$ cat src/rtl/mux_rr_arbiter_pkg.sv
// mux_arb_pkg: shared constants and FSM state type for the round-robin mux arbiter
package mux_arb_pkg;
  localparam int N_REQ = 64;
  localparam int SEL_W = 6;
  typedef enum logic {IDLE, BUSY} arb_state_t;
endpackage

$ cat src/rtl/mux_rr_arbiter_if.sv
// mux_arb_if: requester bus (req, release_i) and arbiter results (sel, gnt, grant_valid, timeout)
interface mux_arb_if import mux_arb_pkg::*; #(
  parameter int N = N_REQ,
  parameter int SEL_W = mux_arb_pkg::SEL_W
);
  logic [N-1:0] req;
  logic release_i;
  logic [SEL_W-1:0] sel;
  logic [N-1:0] gnt;
  logic grant_valid;
  logic timeout;
  modport master (output req, release_i, input sel, gnt, grant_valid, timeout);
  modport slave (input req, release_i, output sel, gnt, grant_valid, timeout);
endinterface

$ cat src/rtl/mux_rr_arbiter_pick.sv
// rr_pick: combinational first-set search from ptr_i with wrap; req_i, ptr_i -> idx_o, any_o
module rr_pick import mux_arb_pkg::*; #(
  parameter int N = N_REQ,
  parameter int SEL_W = mux_arb_pkg::SEL_W
) (
  input  logic [N-1:0]     req_i,
  input  logic [SEL_W-1:0] ptr_i,
  output logic [SEL_W-1:0] idx_o,
  output logic             any_o
);
  logic [N-1:0] rot;
  logic [SEL_W-1:0] off;
  logic [SEL_W:0] sum;
  always_comb begin
    rot = '0;
    off = '0;
    for (int i = 0; i < N; i++) rot[i] = req_i[(i + int'(ptr_i)) % N];
    for (int i = N - 1; i >= 0; i--) if (rot[i]) off = SEL_W'(i);
    sum = {1'b0, off} + {1'b0, ptr_i};
    idx_o = sum >= (SEL_W+1)'(N) ? SEL_W'(sum - (SEL_W+1)'(N)) : SEL_W'(sum);
  end
  assign any_o = |req_i;
endmodule

$ cat src/rtl/mux_rr_arbiter.sv
// mux_rr_arbiter: round-robin owner of a 64:1 mux; clk, rst_n (async low), bus.slave (req/release_i in, sel/gnt/grant_valid/timeout out)
module mux_rr_arbiter import mux_arb_pkg::*; #(
  parameter int N = N_REQ,
  parameter int SEL_W = mux_arb_pkg::SEL_W,
  parameter int MAX_HOLD = 16
) (
  input logic clk,
  input logic rst_n,
  mux_arb_if.slave bus
);
  localparam int HW = $clog2(MAX_HOLD);
  arb_state_t state_q, state_d;
  logic [SEL_W-1:0] ptr_q, ptr_d, sel_q, sel_d, pick_idx;
  logic [HW-1:0] hold_q, hold_d;
  logic [N-1:0] gnt_q, gnt_d;
  logic gv_q, gv_d, to_q, to_d, pick_any, owner_req, hold_max, end_grant;
  rr_pick #(.N(N), .SEL_W(SEL_W)) u_pick (
    .req_i(bus.req),
    .ptr_i(ptr_q),
    .idx_o(pick_idx),
    .any_o(pick_any)
  );
  assign owner_req = bus.req[sel_q];
  assign hold_max = hold_q == HW'(MAX_HOLD - 1);
  assign end_grant = state_q == BUSY && (bus.release_i || !owner_req || hold_max);
  always_ff @(posedge clk or negedge rst_n) begin
    if (!rst_n) begin
      state_q <= IDLE;
      ptr_q <= '0;
      hold_q <= '0;
      sel_q <= '0;
      gnt_q <= '0;
      gv_q <= 1'b0;
      to_q <= 1'b0;
    end else begin
      state_q <= state_d;
      ptr_q <= ptr_d;
      hold_q <= hold_d;
      sel_q <= sel_d;
      gnt_q <= gnt_d;
      gv_q <= gv_d;
      to_q <= to_d;
    end
  end
  always_comb state_d = state_q == IDLE ? (pick_any ? BUSY : IDLE) : (end_grant ? IDLE : BUSY);
  always_comb begin
    sel_d = state_q == IDLE && pick_any ? pick_idx : sel_q;
    gv_d = state_d == BUSY;
    gnt_d = gv_d ? N'(1) << sel_d : '0;
    to_d = end_grant && !bus.release_i && owner_req;
    ptr_d = end_grant ? (sel_q == SEL_W'(N - 1) ? '0 : sel_q + 1'b1) : ptr_q;
    hold_d = state_q == BUSY && !end_grant ? hold_q + 1'b1 : '0;
  end
  assign bus.sel = sel_q;
  assign bus.gnt = gnt_q;
  assign bus.grant_valid = gv_q;
  assign bus.timeout = to_q;
endmodule

$ cat src/flat_wrapper.sv
// flat-port wrapper written by rule: the top's interface ports become plain ports
module mux_rr_arbiter_flat import mux_arb_pkg::*;
#(
  parameter int N = N_REQ,
  parameter int SEL_W = mux_arb_pkg::SEL_W,
  parameter int MAX_HOLD = 16
)
  (clk, rst_n, bus_req, bus_release_i, bus_sel, bus_gnt, bus_grant_valid, bus_timeout);
  mux_arb_if #(.N(N), .SEL_W(SEL_W)) bus_i ();
  input logic clk;
  input logic rst_n;
  input wire logic [$bits(bus_i.req)-1:0] bus_req;
  input wire logic [$bits(bus_i.release_i)-1:0] bus_release_i;
  output wire logic [$bits(bus_i.sel)-1:0] bus_sel;
  output wire logic [$bits(bus_i.gnt)-1:0] bus_gnt;
  output wire logic [$bits(bus_i.grant_valid)-1:0] bus_grant_valid;
  output wire logic [$bits(bus_i.timeout)-1:0] bus_timeout;
  assign bus_i.req = bus_req;
  assign bus_i.release_i = bus_release_i;
  assign bus_sel = bus_i.sel;
  assign bus_gnt = bus_i.gnt;
  assign bus_grant_valid = bus_i.grant_valid;
  assign bus_timeout = bus_i.timeout;
  mux_rr_arbiter #(.N(N), .SEL_W(SEL_W), .MAX_HOLD(MAX_HOLD)) u_core (.clk(clk), .rst_n(rst_n), .bus(bus_i));
endmodule
$ cat config.mk
export PLATFORM = sky130hd
export DESIGN_NAME = mux_rr_arbiter_flat
export DESIGN_NICKNAME = d
export VERILOG_FILES = /design/src/rtl/mux_rr_arbiter_pkg.sv /design/src/rtl/mux_rr_arbiter_if.sv /design/src/rtl/mux_rr_arbiter_pick.sv /design/src/rtl/mux_rr_arbiter.sv /design/src/flat_wrapper.sv
export SDC_FILE = /design/constraint.sdc
export NUM_CORES = 1
export LEC_CHECK = 0
export CORE_MARGIN = 5
export CORE_UTILIZATION = 53
export CTS_BUF_LIST = sky130_fd_sc_hd__clkbuf_8 sky130_fd_sc_hd__clkbuf_16
export CTS_CLUSTER_DIAMETER = 150
export DETAILED_ROUTE_END_ITERATION = 16
export DONT_BUFFER_PORTS = 1
export PLACE_DENSITY = 0.78
export SYNTH_ARGS = -nofsm -noshare
export SYNTH_HDL_FRONTEND = slang
export SYNTH_SLANG_ARGS = --single-unit
$ cat constraint.sdc
create_clock -name clk -period 8.2 [get_ports clk]
set_clock_uncertainty 0.2 [all_clocks]
set_input_delay 0.82 -clock clk [delete_from_list [all_inputs] [get_ports clk]]
set_output_delay 0.82 -clock clk [all_outputs]
set_load 0.005 [all_outputs]
-- After elaboration in Yosys (flattened, before gate mapping)
Cells that the tools add are included.
W data, S select, Z words.
- reductions and logical operators: 74
- shift-type cells: 1
- div/mod/pow operators: 0
- $add $sub $neg: 67
- $mul: 0
- mux-type cells: 265
- $lt $le $gt $ge: 66
- bitwise operators: 64
- equal/unequal tests: 2
- operator list (kind ; number):
    $lt A7 B8 Y1 const B ; 63
    $mux W6 ; 67
    $bmux W1 S6 ; 65
    $reduce_or A6 Y1 ; 63
    $add A6 B6 Y6 const A ; 32
    $mux W1 ; 131
    $add A5 B6 Y6 const A ; 16
    $mux W64 ; 1
    $reduce_or A64 Y1 ; 1
    $shl A1 B6 Y64 const A ; 1
    $and A1 B1 Y1 const A ; 63
    $add A4 B6 Y6 const A ; 8
    $add A3 B6 Y6 const A ; 4
    $lt A6 B7 Y1 const B ; 2
    $add A2 B6 Y6 const A ; 2
    $add A6 B6 Y7 ; 1
    $ge A7 B7 Y1 const B ; 1
    $add A1 B6 Y6 const A ; 1
    $add A6 B1 Y6 const B ; 1
    $eq A6 B6 Y1 const B ; 1
    $sub A6 B1 Y6 const B ; 1
    $logic_and A1 B1 Y1 ; 5
    $add A4 B1 Y4 const B ; 1
    $eq A4 B4 Y1 const B ; 1
    4 further kinds ; 7
- memory bits (writable): 0
- word-level logic and storage cells: 545
- memories kept: 0
- register bits after elaboration: 82
- ROM bits: 0
- output and inout port bits: 72
- bits in latches: 0

-- Logic depth before layout (Yosys ltp)
- depth after elaboration: 76
- mapped depth: 30

-- Cells and area by module
Synthesis repeated with hierarchy kept, for this count alone.
- cell total of the unflattened synthesis: 1114
- area total of the unflattened synthesis: 11791.3 µm²
- by module, submodules not included (module ; sequential area each (µm²) ; instances ; area an instance (µm²) ; cells an instance):
    rr_pick ; 0.0 ; 1 ; 7878.8 ; 744
    mux_rr_arbiter ; 2052.0 ; 1 ; 3912.5 ; 370

-- Worst setup path before layout
Ideal clock, no wire load.
- path kind: register to register
- from: reg u_core.ptr_q[0]
- to: reg u_core.gnt_q[38], in the netlist u_core.bus.gnt[38]
- arrival: 6.767 ns
- data required time: 7.863 ns
- stages on the path, launching flop included: 29
- slack: 1.096 ns
- library setup time: 0.137 ns
- buffers on the path: 8
- cell sequence: dfrtp_1 buf_4 buf_2 buf_4 inv_2 buf_2 buf_2 ha_1 clkbuf_1 clkbuf_1 mux4_2 mux4_2 mux4_2 or2_0 nor3_1 o2111a_1 o21ai_1 a2111oi_0 o21a_1 ha_1 a21o_1 a21oi_1 o21bai_1 a21oi_1 xor2_1 nor2_1 mux2i_2 buf_2 a21oi_1
- cells in the longest elaborated chain, start to end: 74
- elaborated cells between the ends (all ways): 325
- ends and longest elaborated chain (item ; RTL line ; text):
    from (decl) ; mux_rr_arbiter.sv:13 ; logic [SEL_W-1:0] ptr_q, ptr_d, sel_q, sel_d, pick_idx;
    from (signal assigned) ; mux_rr_arbiter.sv:37 ; ptr_q <= ptr_d;
    $add A6 B6 Y6 ; mux_rr_arbiter_pick.sv:17 ; for (int i = 0; i < N; i++) rot[i] = req_i[(i + int'(ptr_i)) % N];
    $bmux W1 S6 ; mux_rr_arbiter_pick.sv:17 ;
    $mux W1 (implied by the code) (2 in a row) ; mux_rr_arbiter_pick.sv:17 ;
    $mux W6 (64 in a row) ; mux_rr_arbiter_pick.sv:18 ; for (int i = N - 1; i >= 0; i--) if (rot[i]) off = SEL_W'(i);
    $add A6 B6 Y7 * ; mux_rr_arbiter_pick.sv:19 ; sum = {1'b0, off} + {1'b0, ptr_i};
    $sub A6 B1 Y6 or $ge A7 B7 Y1 (tied branches) ; mux_rr_arbiter_pick.sv:20 ; idx_o = sum >= (SEL_W+1)'(N) ? SEL_W'(sum - (SEL_W+1)'(N)) : SEL_W'(sum);
    $mux W6 * ; mux_rr_arbiter_pick.sv:20 ;
    $mux W6 * ; mux_rr_arbiter.sv:47 ; sel_d = state_q == IDLE && pick_any ? pick_idx : sel_q;
    $shl A1 B6 Y64 * ; mux_rr_arbiter.sv:49 ; gnt_d = gv_d ? N'(1) << sel_d : '0;
    $mux W64 * ; mux_rr_arbiter.sv:49 ;
    net u_core.gnt_d[38] ; mux_rr_arbiter.sv:15 ; logic [N-1:0] gnt_q, gnt_d;
    to (signal assigned) ; mux_rr_arbiter.sv:40 ; gnt_q <= gnt_d;
    to (decl) ; mux_rr_arbiter.sv:15 ;
Mark *: on every way through the listed nets, which the timed path passes. The rest lies on a longest branch. The select of a mux whose other input is x is not followed.
A chain may end at the register's enable or synchronous reset.

-- Worst setup path in the final report
- from: reg u_core.ptr_q[1]
- to: reg u_core.gnt_q[60], in the netlist u_core.bus.gnt[60]
Same word-level chain as after synthesis.

==> results.md <==
- Worst EP required: 8.17 ns
- Die Ht: 158 um
- Critical path's slowest cell: buf_4
- RSZ-0062 raised after global routing: no
- Total gr overflow: 0
- H-tree lvl count: 3
- Die ar.: 0.0248 mm2
- Ranking of synthesized cells by area: mux4_2, dfrtp_1, mux2i_1
- Worst setup margin: 0.416 ns
- Final critical-path share of the clock period: 0.949
- TritonCTS buffer count: 9
- Drt drc: 0
- Ports: 139
- CTS sink count: 82
- Final hold vios: 0
- Antenna violation net count after detailed routing: 0
- First-pass GRT wire length: 56.4 mm
- Total negative setup slack: 0 ns
- Syn_area_per_cell: 11.3 um2
- Post-synthesis instance total: 1024
- RePlAce Congestion: 1.05
- Routed WL: 36.8 mm
- Slew margin rel.: 0.298
- Nets: 1084
- Tmin final: 7.78 ns
- Worst Path Max Fanout: 64
- Reg clk slew, reported paths: 0.06 ns
- Total track usage: 0.294
- Leading cell type in the layout, fill and taps excluded: mux4_2
- Layout overhead on the synthesized area: 5.06%
- DR vias: 9890
- Outcome: completed
- CTS Root Cell: clkbuf_16
- Skew-Pair Late Insertion Delay: 0.34 ns
- Max Root-Sink Buffers: 2
- Initial Util: 0.534
- Number of port buffers: 0
- Syn. warnings: 0
- First-pass DRT Iterations: 7
- WL per Instance: 28.8 um
- Routed vias/inst: 7.75
- Filler cells: 1719
- Final Setup Violations: 0
- Critical Path Sink Type: flop
- Post-CTS Setup Bufs: 0
- HP Class: in2async
- Total core area: 0.0216 mm2
- Least-Margin Pin Slew: 1.05 ns
- Fmax: 128 MHz
- ANT cells: 0
- Most frequent cells in the layout: mux4_2, mux2i_1, a21oi_1
- Syn_nets: 1117
- Total of max-cap violations: 0
- CTS tree: done
- Post-synth EDFFs: 0
- Crit path arrival time: 7.76 ns
- Cell mode on critical path: a21oi_1
- Share of layout cells above drive strength 1: 0.279
- Synth area leader: mux4_2
- Site Rows: 54
- Distinct cells, synth: 73
- Vias in the first global route: 9486
- Pins Over Slew Limit: 0
- Die W: 158 um
- WS Path Type: reg2reg
- Asr flop ratio synth: 1.00
- Synthesized flop and latch total: 82
- Initial antenna violation count: 0
- Worst path cell trace: buf_4 -> ha_1 -> nand2_1 -> xnor2_1 -> buf_4 -> mux4_2 -> mux4_2 -> or2_0 -> nor3_1 -> o2111a_1 -> o21ai_1 -> a2111oi_0 -> o21a_1 -> ha_1 -> a21o_1 -> a21oi_1 -> o21bai_1 -> a21oi_1 -> xor2_1 -> nor2_1 -> mux2i_2 -> a21oi_1
- Post-Place Worst Slack: 0.600 ns
- Synth top area share: 0.378
- Largest net degree at the start of global routing: 83
- Critical Path Start Type: flop
- Post-DP HPWL: 27.6 mm
- Synth Flop Type: dfrtp_1
- Synth Cell Area: 0.0115 mm2
- Delay of the slowest critical-path stage: 0.81 ns
- Register area share after synthesis: 0.178
- Iteration-0 DRC Markers: 1395
## timing repair
| item | 4_1_cts | 5_1_grt |
|---|---|---|
| hold endpoints to repair | 82 | 0 |
| hold buffers | 1 | 0 |
| resized for setup | 0 | 0 |
| setup endpoints to repair | 0 | 0 |
## stage by stage
step	area [um2]	hold WS, ns	utilization	instances
floorplan	11500	0.233	-	1024
global placement	11800	0.252	0.546	1259
detailed placement	11800	0.257	0.546	1259
CTS	12100	0.199	0.561	1276
global route	12100	0.202	0.561	1276
finish	12100	0.173	0.561	1276
## kinds of logic (layout without fill, tap and decap cells)
kind of cell | count (synthesis) | count (layout) | share of synthesized area
compound gates | 193 | 193 | 0.102
buf+inv | 117 | 89 | 0.0421
flops | 82 | 82 | 0.178
fa+ha+maj | 26 | 26 | 0.0288
simple gates | 201 | 201 | 0.0896
mux | 342 | 342 | 0.511
xor+xnor | 63 | 63 | 0.0484
## routing by layer
layer	share of wire	vias up	GRT usage	routed length, um
li1	-	4033	-	-
met1	0.34	4880	0.378	12600
met2	0.46	804	0.447	16900
met3	0.14	173	0.111	5080
met4	0.060	0	0.132	2210
met5	0	-	0	0
## Yosys cell counts, drive strengths merged (4+ instances only)
cell type / number
a21boi: 11
nand3: 18
inv: 49
xnor2: 47
mux4: 194
nor3: 9
o21a: 5
nor2b: 11
xor2: 16
a31oi: 4
a2111oi: 4
nor4: 19
buf: 38
nand2b: 12
a21o: 7
mux2: 30
or3: 5
nand2: 58
nand4: 6
o211ai: 4
o21ai: 25
clkbuf: 29
nor2: 35
mux2i: 118
ha: 25
o22ai: 6
dfrtp: 82
or2: 9
a21oi: 97
and2: 4
## sequential cells by signal, indices dropped and copies added (netlist names)
register,cells
u_core.hold_q,4
u_core.ptr_q,6
u_core.bus.timeout,1
u_core.bus.sel,6
u_core.state_q,1
u_core.bus.gnt,64
## path summary, 6_finish.rpt
path | startpoint | to | slack (ns) | cells after the start
max in group asynchronous | rst_n | u_core.ptr_q[0]$_DFFE_PN0P_ | 7.28 | 1
hold / removal | rst_n | u_core.bus.gnt[27]$_DFF_PN0_ | 0.17 | 1
min in group clk | u_core.hold_q[0]$_DFF_PN0_ | u_core.hold_q[0]$_DFF_PN0_ | 0.26 | 1
setup reg to reg | u_core.ptr_q[1]$_DFFE_PN0P_ | u_core.bus.gnt[60]$_DFF_PN0_ | 0.42 | 22
setup / recovery | u_core.ptr_q[1]$_DFFE_PN0P_ | u_core.bus.gnt[60]$_DFF_PN0_ | 0.42 | 22
hold reg to reg | u_core.hold_q[0]$_DFF_PN0_ | u_core.hold_q[0]$_DFF_PN0_ | 0.26 | 1
## final cells by class
cell class	instances	area, um2	area share
clock inverters	6	65.1	0.00536
inverters	50	188	0.0155
repair buffers	23	205	0.0169
multi-input cells	825	9020	0.744
flip-flops and latches	82	2060	0.170
clock buffers	10	239	0.0197
well taps	280	350	0.0289
## worst max-delay path, delay by kind of cell (launching register included)
| family | cells | cell delay [ns] |
|---|---|---|
| compound gates | 9 | 2.01 |
| mux | 3 | 1.81 |
| buf+inv | 2 | 1.05 |
| fa+ha+maj | 2 | 0.80 |
| simple gates | 4 | 0.68 |
| flops | 1 | 0.54 |
| xor+xnor | 2 | 0.49 |
Power is not shown: default switching activity piles up to over one toggle a cycle in this logic, so the estimate is an artifact.
